File: config.mk
export PLATFORM = sky130hd
export DESIGN_NAME = display_scan_controller
export DESIGN_NICKNAME = d
export VERILOG_FILES = /design/src/rtl/display_scan_controller.sv
export SDC_FILE = /design/constraint.sdc
export NUM_CORES = 1
export LEC_CHECK = 0
export BUFFER_PORTS_ARGS = -buffer_cell sky130_fd_sc_hd__buf_4
export CORE_UTILIZATION = 40
export DETAILED_ROUTE_END_ITERATION = 12
export HOLD_SLACK_MARGIN = 0.15
export PLACE_DENSITY = 0.54
export SYNTH_ARGS = -nofsm -noshare
export SYNTH_HDL_FRONTEND = slang
export SYNTH_SLANG_ARGS = --single-unit
File: constraint.sdc
create_clock -name clock -period 2.2 [get_ports clock]
set_clock_uncertainty 0.1 [all_clocks]
set_input_delay 0.44 -clock clock [delete_from_list [all_inputs] [get_ports clock]]
set_output_delay 0.44 -clock clock [all_outputs]
set_load 0.05 [all_outputs]
File: src/rtl/display_scan_controller.sv
// Four-digit multiplexed display scanner with double-dabble BCD conversion once per frame.
// Optional LEADING_ZERO_BLANK_EN turns off anodes of leading zero digits (units never blanked).
module display_scan_controller (
  input  logic       clock,
  input  logic       reset,
  input  logic       scan_tick,
  input  logic       control,
  input  logic [2:0] cod_frecuencia,
  input  logic [9:0] corriente,
  output logic [3:0] selec_digito,
  output logic [3:0] digito,
  output logic       conv_busy
);

  localparam int unsigned VAL_W  = 10;
  localparam int unsigned BCD_W  = 16;
  localparam int unsigned ITER_W = 4;
  localparam int unsigned IDX_W  = 2;
  localparam logic [ITER_W-1:0] LAST_ITER = ITER_W'(VAL_W - 1);

  localparam logic [1:0] IDLE  = 2'd0;
  localparam logic [1:0] LOAD  = 2'd1;
  localparam logic [1:0] SHIFT = 2'd2;
  localparam logic [1:0] DONE  = 2'd3;

  logic [1:0]        state, state_n;
  logic [IDX_W-1:0]  idx, idx_n;
  logic [VAL_W-1:0]  sreg, sreg_n;
  logic [BCD_W-1:0]  acc, acc_n, adj;
  logic [ITER_W-1:0] iter, iter_n;
  logic [BCD_W-1:0]  buffer, buffer_n;
  logic              valid, valid_n;
  logic [BCD_W-1:0]  frame;
  logic              frame_valid;
  logic [VAL_W-1:0]  freq_val, src_val;
  logic [BCD_W-1:0]  show_buf, show_shifted;
  logic              show_valid, blank;
  logic [3:0]        anode, nib;

  // Frequency code to displayed value
  always_comb begin
    freq_val = VAL_W'(0);
    case (cod_frecuencia)
      3'd0: freq_val = VAL_W'(10);
      3'd1: freq_val = VAL_W'(20);
      3'd2: freq_val = VAL_W'(50);
      3'd3: freq_val = VAL_W'(100);
      3'd4: freq_val = VAL_W'(200);
      3'd5: freq_val = VAL_W'(300);
      3'd6: freq_val = VAL_W'(500);
      default: freq_val = VAL_W'(1000);
    endcase
  end

  assign src_val = control ? freq_val : corriente;

  // Add-3 correction applied to every BCD nibble before each shift
  always_comb begin
    adj = acc;
    for (int i = 0; i < 4; i++) begin
      if (adj[4*i +: 4] >= 4'd5) adj[4*i +: 4] = adj[4*i +: 4] + 4'd3;
    end
  end

  always_comb begin
    state_n  = state;
    sreg_n   = sreg;
    acc_n    = acc;
    iter_n   = iter;
    buffer_n = buffer;
    valid_n  = valid;
    case (state)
      IDLE: begin
        if (scan_tick && (idx == IDX_W'(3))) state_n = LOAD;
      end
      LOAD: begin
        sreg_n  = src_val;
        acc_n   = BCD_W'(0);
        iter_n  = ITER_W'(0);
        state_n = SHIFT;
      end
      SHIFT: begin
        acc_n  = {adj[BCD_W-2:0], sreg[VAL_W-1]};
        sreg_n = {sreg[VAL_W-2:0], 1'b0};
        iter_n = iter + ITER_W'(1);
        if (iter == LAST_ITER) state_n = DONE;
      end
      DONE: begin
        buffer_n = acc;
        valid_n  = 1'b1;
        state_n  = IDLE;
      end
      default: state_n = IDLE;
    endcase
  end

  // A new frame (index 0) latches the latest buffer so frames never mix conversions
  always_comb begin
    idx_n        = idx + IDX_W'(1);
    show_buf     = (idx_n == IDX_W'(0)) ? buffer : frame;
    show_valid   = (idx_n == IDX_W'(0)) ? valid : frame_valid;
    show_shifted = show_buf >> {idx_n, 2'b00};
    nib          = 4'(show_shifted);
`ifdef LEADING_ZERO_BLANK_EN
    blank = (idx_n != IDX_W'(0)) && (show_shifted == BCD_W'(0));
`else
    blank = 1'b0;
`endif
    anode = (show_valid && !blank) ? ~(4'b0001 << idx_n) : 4'b1111;
  end

  always_ff @(posedge clock) begin
    if (reset) begin
      state        <= IDLE;
      idx          <= IDX_W'(3);
      sreg         <= VAL_W'(0);
      acc          <= BCD_W'(0);
      iter         <= ITER_W'(0);
      buffer       <= BCD_W'(0);
      valid        <= 1'b0;
      frame        <= BCD_W'(0);
      frame_valid  <= 1'b0;
      selec_digito <= 4'b1111;
      digito       <= 4'd0;
      conv_busy    <= 1'b0;
    end else begin
      state     <= state_n;
      sreg      <= sreg_n;
      acc       <= acc_n;
      iter      <= iter_n;
      buffer    <= buffer_n;
      valid     <= valid_n;
      conv_busy <= (state_n != IDLE);
      if (scan_tick) begin
        idx          <= idx_n;
        selec_digito <= anode;
        digito       <= nib;
        if (idx_n == IDX_W'(0)) begin
          frame       <= buffer;
          frame_valid <= valid;
        end
      end
    end
  end

endmodule

[After elaboration in Yosys (flattened, before gate mapping)]
Index checks and enable logic that the tools add are counted.
Cells by class
  add/subtract/negate cells: 6
  $lt $le $gt $ge: 4
  eq/ne operators: 11
  shifts and indexed selects: 2
  mux-type cells: 15
  bitwise gates (word level): 1
  reductions and logical operators: 6
Operator list (number)
  one-hot mux 10 bit (7 select lines): 1
  one-hot mux 16 bit (2 select lines): 1
  one-hot mux 10 bit (2 select lines): 1
  >= comparator 4 x 3 -> 1 bit, second input constant: 4
  two-way mux 16 bit: 1
  two-way mux 4 bit: 4
  >> shifter 16 x 4 -> 4 bit: 1
  adder 4 x 2 -> 4 bit, second input constant: 3
  two-way mux 10 bit: 1
  == test 3 bit, second input constant: 3
  one-hot mux 2 bit (4 select lines): 1
  one-hot mux 4 bit (2 select lines): 1
  == test 2 bit, second input constant: 3
  == test 3 x 2 -> 1 bit, second input constant: 2
  adder 4 x 1 -> 4 bit, second input constant: 1
  == test 4 bit, second input constant: 1
  logical NOT 2 bit: 2
  two-way mux 2 bit: 2
  NOT 4 bit: 1
  nonzero test 2 bit: 2
  << shifter 1 x 2 -> 4 bit, first input constant: 1
  adder 3 x 2 -> 3 bit, second input constant: 1
  == test 3 x 1 -> 1 bit, second input constant: 1
  logical NOT 3 bit: 1
  other kinds (5): 5
Storage, ports and cells
  register bits: 77
  input port bits: 17
  word-level logic and storage cells: 57

[Longest topological paths before layout]
Gate-level depths: netlist of run 1.
  depth after elaboration: 5
  mapped depth: 7
  mapped depth without buffers: 6

[Least setup slack after synthesis of run 1]
OpenSTA, ideal clock, no wires.
  kind: flip-flop to flip-flop
  from: register idx[0]
  to: register digito[3]
  arrival time: 1465 ps
  data required time: 1966 ps
  slack: 501 ps
  cell stages (with the launch flop): 6
  path buffers: 1
  clock period less this slack: 1699 ps
  cells stage by stage: dfxtp_1 -> ha_1 -> buf_6 -> mux4_2 -> a21oi_1 -> nor3_1
Between the ends
  cells in the longest elaborated chain, start to end: 4
Ends and longest elaborated chain
  start: declaration: RTL line 27  | logic [IDX_W-1:0] idx, idx_n;
  start signal: assignment: RTL line 135  | idx <= idx_n;
  adder 2 x 1 -> 2 bit (*): RTL line 99  | idx_n = idx + IDX_W'(1);
  logical NOT 2 bit: RTL line 100  | show_buf = (idx_n == IDX_W'(0)) ? buffer : frame;
  two-way mux 16 bit
  >> shifter 16 x 4 -> 4 bit (*): RTL line 102  | show_shifted = show_buf >> {idx_n, 2'b00};
  end signal: assignment: RTL line 137  | digito <= nib;
  end: declaration: RTL line 11  | output logic [3:0] digito,
Every way passes the cells marked *; elsewhere a longest branch is shown, timed or not.
A chain may end at the register's enable or synchronous reset.

[Worst setup path after layout of run 1]
  from: register state[0]
  to: register acc[1]
Between the ends
  cells in the longest elaborated chain, start to end: 2
Ends and longest elaborated chain
  start: declaration: RTL line 26  | logic [1:0] state, state_n;
  start signal: assignment: RTL line 127  | state <= state_n;
  == test 2 bit / == test 2 x 1 -> 1 bit (equally long branches): RTL line 72  | case (state)
  one-hot mux 16 bit (2 select lines) / nonzero test 2 bit (equally long branches)
  end signal: assignment: RTL line 129  | acc <= acc_n;
  end: declaration: RTL line 29  | logic [BCD_W-1:0] acc, acc_n, adj;
Several ways; a longest one is shown, not always the timed one.

==> flow_summary_export.csv, run 1 <==
group,metric,value,unit
global_route,grt_max_degree,32,
floorplanning,io_pins,26,
timing,setup_viol,0,
clocking,htree_levels,3,
yosys,yosys.area.top_type_share,41.8,%
drt,routed_via_density,5.21,
finish,nets,475,
place,hpwl,5700,µm
clocking,cts_hold_buf,0,
global_route,grt_pass1_wl,13600,µm
min_path,hold_path_depth,2,
finish,syn2layout_area_growth,13.8,%
yosys,synthFlopType,"dfxtp_1",
clocking,cts.sinks,77,
timing,layout_setup_ws,0.358,ns
setup_path,cp_max_fo,7,
place,place_area,3960,µm²
clocking,clkSlewWorstSetupHoldPaths,0.08,ns
yosys,ys_ff_latch,77,
global_route,grt_pass1_vias,2717,
timing,finalHoldViolations,0,
clocking,cts-root-buf,"clkbuf_8",
drt,wirelength,7880,µm
min_path,min_path_type,"input pin to flop",
floorplanning,chipHeight,98.0,µm
drt,detail-route-antenna-nets,0,
yosys,syn_avg_cell_area,8.77,µm²
floorplanning,floorplan.rows,34,
power_and_ir_drop,vdd_ir_drop_max,0.000357,V
drt,drc,3,
global_route,met2_usage,26.5,%
finish,post_route_cells_drive_above_1_share,14.8,%
place,pre_cts_slack,0.363,ns
place,place_congestion,0.764,
power_and_ir_drop,power_density,784,nW/µm²
timing,worstMarginPinSlew,0.560,ns
setup_path,criticalPathCategory,"flop to flop",
finish,fin_area,4190,µm²
setup_path,timing.rr.start,"state[0]",
finish,diodes,0,
finish,final_core_util,47.6,%
drt,routedWlPerCell,14.2,µm
floorplanning,core_area,8810,µm²
timing,fmax,543,MHz
clocking,cts_setup_buffers,0,
yosys,synth_area_leaders,"dfxtp_1 42%, mux2i_1 7.9%, ha_1 6.1%",
global_route,antenna_found_initial,0,
timing,max-slew-margin-rel,62.6,%
floorplanning,fp.dieArea,9600,µm²
power_and_ir_drop,p_leak,1.57,nW
yosys,synth_async_sr_flop_share,0,%
yosys,synth_cell_types,48,
drt,drt_first_pass_iters,8,
setup_path,ff2ff_path_depth,6,
global_route,grt_overflow,0,
setup_path,start_kind,"flop",
clocking,cts_tree,"built",
floorplanning,die_w,98.0,µm
yosys,syn-cell-area,3680,µm²
min_path,hp-start,"reset",
setup_path,critPathLaunch,"state[0]",
global_route,busiest_layer,"met2",
yosys,syn-num-nets,455,
timing,whs,0.342,ns
outcome,status,"complete, but fails checks",
timing,period_share,83.7,%
yosys,yosysTopAreaCell,"dfxtp_1",
finish,fillCellCount,869,
timing,finalSetupTns,0,ns
global_route,grt_use_total,18.0,%
setup_path,crit_arrival,2.00,ns
clocking,clock_latency,0.34,ns
global_route,use_met3,5.73,%
setup_path,required,2.36,ns
flow_run,maxCapViolations,0,
yosys,synth_edf_count,0,
floorplanning,initial_utilization,41.8,%
timing,timing.final.crit_period,1.84,ns
timing,drv_slew,0,
place,io_buffers,25,
setup_path,crit_path_end_kind,"flop",
yosys,ys_seq_area_share,41.8,%
yosys,synthCells,420,
clocking,cts.path.max_buffers,2,
drt,vias,2882,
timing,rsz0062_at_grt,"no",
global_route,grtUsageMet1,25.1,%
yosys,ys_warn_count,0,
clocking,cts_made_buffers,9,
outcome,violations,"DRC",
drt,drt-initial-drc-count,140,
clocking,cts-resized-gates,0,
-- sequential cells by signal (all words and copies together), names as in the netlist --
| name | flops |
|---|---|
| acc | 16 |
| buffer | 16 |
| conv_busy | 1 |
| digito | 4 |
| frame | 16 |
| frame_valid | 1 |
| idx | 2 |
| iter | 4 |
| selec_digito | 4 |
| sreg | 10 |
| state | 2 |
| valid | 1 |
-- final cells by class --
type | instances | area [µm²] | area share, %
clock inverters | 5 | 81.3 | 1.94
repair buffers | 36 | 283 | 6.74
inverters | 20 | 75.1 | 1.79
multi-input cells | 296 | 1930 | 45.9
clock buffers | 11 | 151 | 3.61
flip-flops and latches | 77 | 1540 | 36.8
well taps | 108 | 135 | 3.22
-- report_power, final --
part | total [mW] | switching [mW] | internal, mW
Sequential | 1.49 | 0.0370 | 1.45
Combinational | 0.569 | 0.353 | 0.216
Clock | 1.23 | 0.526 | 0.703
Total | 3.29 | 0.916 | 2.37
-- cells in the mapped netlist, drive strengths merged (3+ instances only) --
cell type,n
dfxtp,77
o211ai,5
a211oi,6
nand2b,9
xor2,4
a21oi,38
a311oi,5
ha,18
a32oi,4
o21ai,17
nor2,51
o2bb2ai,3
nand2,57
mux2i,29
o32a,3
xnor2,5
mux2,7
nand3,5
inv,20
o31ai,4
clkbuf,15
nor2b,3
buf,12
-- cell families after synthesis --
logic type | Yosys count | synth area share, %
AOI/OAI and AO/OA | 96 | 17.1
xor gates and xnor gates | 9 | 2.14
adders and majority gates | 18 | 6.11
buffers and inverters | 47 | 5.88
DFF | 77 | 41.8
muxes | 38 | 11.2
and+or+nand+nor | 135 | 15.7
-- stage by stage --
step / cells / total power, mW
3_5_place_dp: 537 / 2.09
6_report: 553 / 3.29
4_1_cts: 553 / 3.32
3_3_place_gp: 537 / 2.09
2_1_floorplan: 420 / 1.93
5_1_grt: 553 / 3.46
-- path summary, 6_finish.rpt --
check                                    to  slack, ns
worst max-delay path                 acc[1]       0.36
worst min-delay path            frame_valid       0.34
worst max register to register       acc[1]       0.36
worst min register to register    frame[12]       0.36
-- per-layer routing --
metal / part of all wire [%] / vias up / wire length, µm
met5: 0 / - / 0
met4: 0.85 / 0 / 67
met3: 3.4 / 5 / 266
met2: 43 / 41 / 3410
met1: 53 / 1344 / 4140
li1: - / 1492 / -
-- layout by cell type, fill, tap and decap left out, types with 3 or more instances in the layout --
| master | synthesis | routed |
|---|---|---|
| xor2_1 | 4 | 4 |
| nand2b_1 | 9 | 9 |
| dfxtp_1 | 77 | 77 |
| nand2_1 | 57 | 57 |
| o32a_1 | 3 | 3 |
| a21oi_1 | 38 | 38 |
| inv_1 | 19 | 19 |
| ha_1 | 18 | 18 |
| o211ai_1 | 5 | 5 |
| buf_4 | 0 | 35 |
| o31ai_1 | 4 | 4 |
| a32oi_1 | 4 | 4 |
| mux2i_1 | 29 | 29 |
| nor2b_1 | 3 | 3 |
| clkbuf_8 | 0 | 11 |
| o2bb2ai_1 | 3 | 3 |
| a211oi_1 | 4 | 4 |
| a311oi_1 | 4 | 4 |
| nor2_1 | 51 | 51 |
| xnor2_1 | 5 | 5 |
| o21ai_0 | 17 | 17 |
| nand3_1 | 5 | 5 |
| mux2_2 | 7 | 7 |
-- critical path: stages, from the launching register on --
cell	delay, ns
dfxtp_1	0.38
inv_1	0.08
ha_1	0.32
inv_1	0.06
nor2_1	0.37
nand2_1	0.24
o21ai_0	0.21
Power figures use the tool's default switching activity.
==> run 2, diff against run 1 <==
==> constraint.sdc (replaced) <==
create_clock -name clock -period 1.8 [get_ports clock]
set_clock_uncertainty 0.1 [all_clocks]
set_input_delay 0.36 -clock clock [delete_from_list [all_inputs] [get_ports clock]]
set_output_delay 0.36 -clock clock [all_outputs]
set_load 0.05 [all_outputs]
==> flow_summary_export.csv, run 2 (synthesis results as in run 1) <==
group,metric,value,unit
outcome,status,"complete, but fails checks",
outcome,violations,"DRC",
timing,max-slew-margin-rel,72.1,%
finish,diodes,0,
timing,setup_viol,0,
setup_path,r2r-end,"digito[1]",
timing,period_share,96.8,%
floorplanning,floorplan.rows,34,
setup_path,ff2ff_path_depth,5,
setup_path,required,1.99,ns
drt,drt_first_pass_iters,10,
finish,syn2layout_area_growth,16.2,%
power_and_ir_drop,clkPwrFrac,36.5,%
drt,vias,2933,
drt,routed_via_density,5.22,
drt,drt-initial-drc-count,101,
clocking,cts_tree,"built",
min_path,hold_path_depth,2,
drt,routedWlPerCell,14.5,µm
power_and_ir_drop,power_density,943,nW/µm²
setup_path,reg2reg_slack,0.06,ns
finish,largestRegisters,"acc x16, buffer x16, frame x16",
global_route,grt_pass1_wl,13900,µm
floorplanning,initial_utilization,41.8,%
timing,rsz0062_at_grt,"no",
power_and_ir_drop,pwr-share-comb,18.4,%
finish,post_route_cells_drive_above_1_share,18.5,%
setup_path,timing.rr.start,"idx[0]",
power_and_ir_drop,switching_power,1.18,mW
drt,wirelength,8170,µm
floorplanning,core_area,8810,µm²
floorplanning,fp.dieArea,9600,µm²
timing,drv_slew,0,
global_route,antenna_found_initial,0,
min_path,min_path_type,"input pin to flop",
setup_path,crit_arrival,1.94,ns
timing,finalSetupTns,0,ns
drt,detail-route-antenna-nets,0,
clocking,clkSlewWorstSetupHoldPaths,0.09,ns
setup_path,slowest_delay,0.48,ns
global_route,grt_use_total,18.4,%
floorplanning,io_pins,26,
setup_path,worst_path_max_delay_cell,"mux4_2",
power_and_ir_drop,power.internal,2.86,mW
power_and_ir_drop,p_seq_share,45.1,%
floorplanning,die_w,98.0,µm
clocking,htree_levels,3,
finish,final_cell_mix,"73 x dfxtp_1, 56 x nand2_1, 50 x nor2_1, 43 x buf_4, 38 x a21oi_1",
clocking,cts.sinks,77,
timing,fmax,574,MHz
clocking,cts.path.max_buffers,2,
place,hpwl,5750,µm
setup_path,critPathLaunch,"idx[0]",
finish,final_core_util,48.6,%
timing,worstMarginPinSlew,0.408,ns
min_path,hp-start,"reset",
setup_path,cp_max_fo,17,
flow_run,maxCapViolations,0,
setup_path,criticalPathCategory,"flop to flop",
setup_path,crit_path_end_kind,"flop",
clocking,clock_latency,0.37,ns
clocking,cts_made_buffers,9,
power_and_ir_drop,vdd_ir_drop_max,0.000459,V
floorplanning,chipHeight,98.0,µm
place,io_buffers,25,
setup_path,crit_buf_inv,1,
global_route,grt_overflow,0,
setup_path,critPathTopFamily,"multiplexers",
clocking,cts_hold_buf,0,
finish,layout_commonest_cell,"dfxtp_1",
min_path,holdPathEnd,"frame_valid",
global_route,grt_pass1_vias,2787,
place,place_congestion,0.763,
power_and_ir_drop,p_leak,1.61,nW
global_route,grt_max_degree,31,
drt,drc,3,
timing,finalHoldViolations,0,
clocking,cts-root-buf,"clkbuf_8",
finish,nets,484,
setup_path,start_kind,"flop",
power_and_ir_drop,p_sw_share,29.1,%
setup_path,cp_cell_sequence,"ha_1, buf_12, mux2i_1, mux4_2, a211oi_2",
timing,timing.final.crit_period,1.74,ns
## run 2: cell types whose count changed in the layout (fill, tap and decap cells not counted), sizes merged
cell	change
buf	+9
clkinv	+3
clkbuf	-2
clkinvlp	-1
## run 2: worst reg2reg max path: cells and delay by family (launching register included)
kind	cells	cell delay (ns)
AO/OA/AOI/OAI	1	0.21
adder cells (fa/ha/maj)	1	0.24
buffers and inverters	1	0.17
flip-flops	1	0.35
multiplexers	2	0.60
## run 2: how the worst max path moves through the flow
stage	slack [ns]	end	cells after the start
after floorplan	0.10	digito[3]	5
after global placement	0.03	frame[6]	5
after detailed placement	0.01	frame[7]	5
after CTS	0.003	acc[5]	6
after global routing	0.005	acc[12]	6
final	0.06	digito[1]	5
## run 2: power groups by stage
stage          clock network [mW]  logic [mW]  registers (mW)
2_1_floorplan                   0       0.468            1.89
3_3_place_gp                    0       0.724            1.85
3_5_place_dp                    0       0.721            1.86
4_1_cts                      1.51       0.732            1.82
5_1_grt                      1.59       0.818            1.83
6_report                     1.47       0.741            1.82
## run 2: routing by layer
| layer | global-route usage [%] | vias to the layer above | share of wire, % | wire (µm) |
|---|---|---|---|---|
| met2 | 28.4 | 43 | 45 | 3650 |
| li1 | - | 1513 | - | - |
| met4 | 5.59 | 0 | 1.3 | 110 |
| met1 | 24.7 | 1367 | 50 | 4100 |
| met5 | 0 | - | 0 | 0 |
| met3 | 5.65 | 10 | 3.8 | 307 |
## run 2: stage by stage
step	setup slack (ns)	instance area [µm²]	cells	hold WS, ns	total power, mW
4_1_cts	0.00268	4260	562	0.217	4.06
3_5_place_dp	0.0129	4030	546	0.346	2.58
3_3_place_gp	0.0333	4030	546	0.339	2.58
2_1_floorplan	0.101	3680	420	0.333	2.36
6_report	0.0581	4280	562	0.232	4.03
5_1_grt	0.00512	4280	562	0.229	4.24
## run 2: area by class of cell
type / count / area [µm²]
Clock buffer: 9 / 124
Tap cell: 108 / 135
Multi-Input combinational cell: 296 / 1950
Inverter: 20 / 75.1
Fill cell: 828 / 4530
Clock inverter: 7 / 98.8
Sequential cell: 77 / 1550
Timing Repair Buffer: 45 / 354
## run 2: what timing repair did
item	in CTS	in global routing
setup buffers	0	0
setup endpoints to repair	6	14
cloned	0	0
pin swaps	0	0
gates resized for setup	2	9
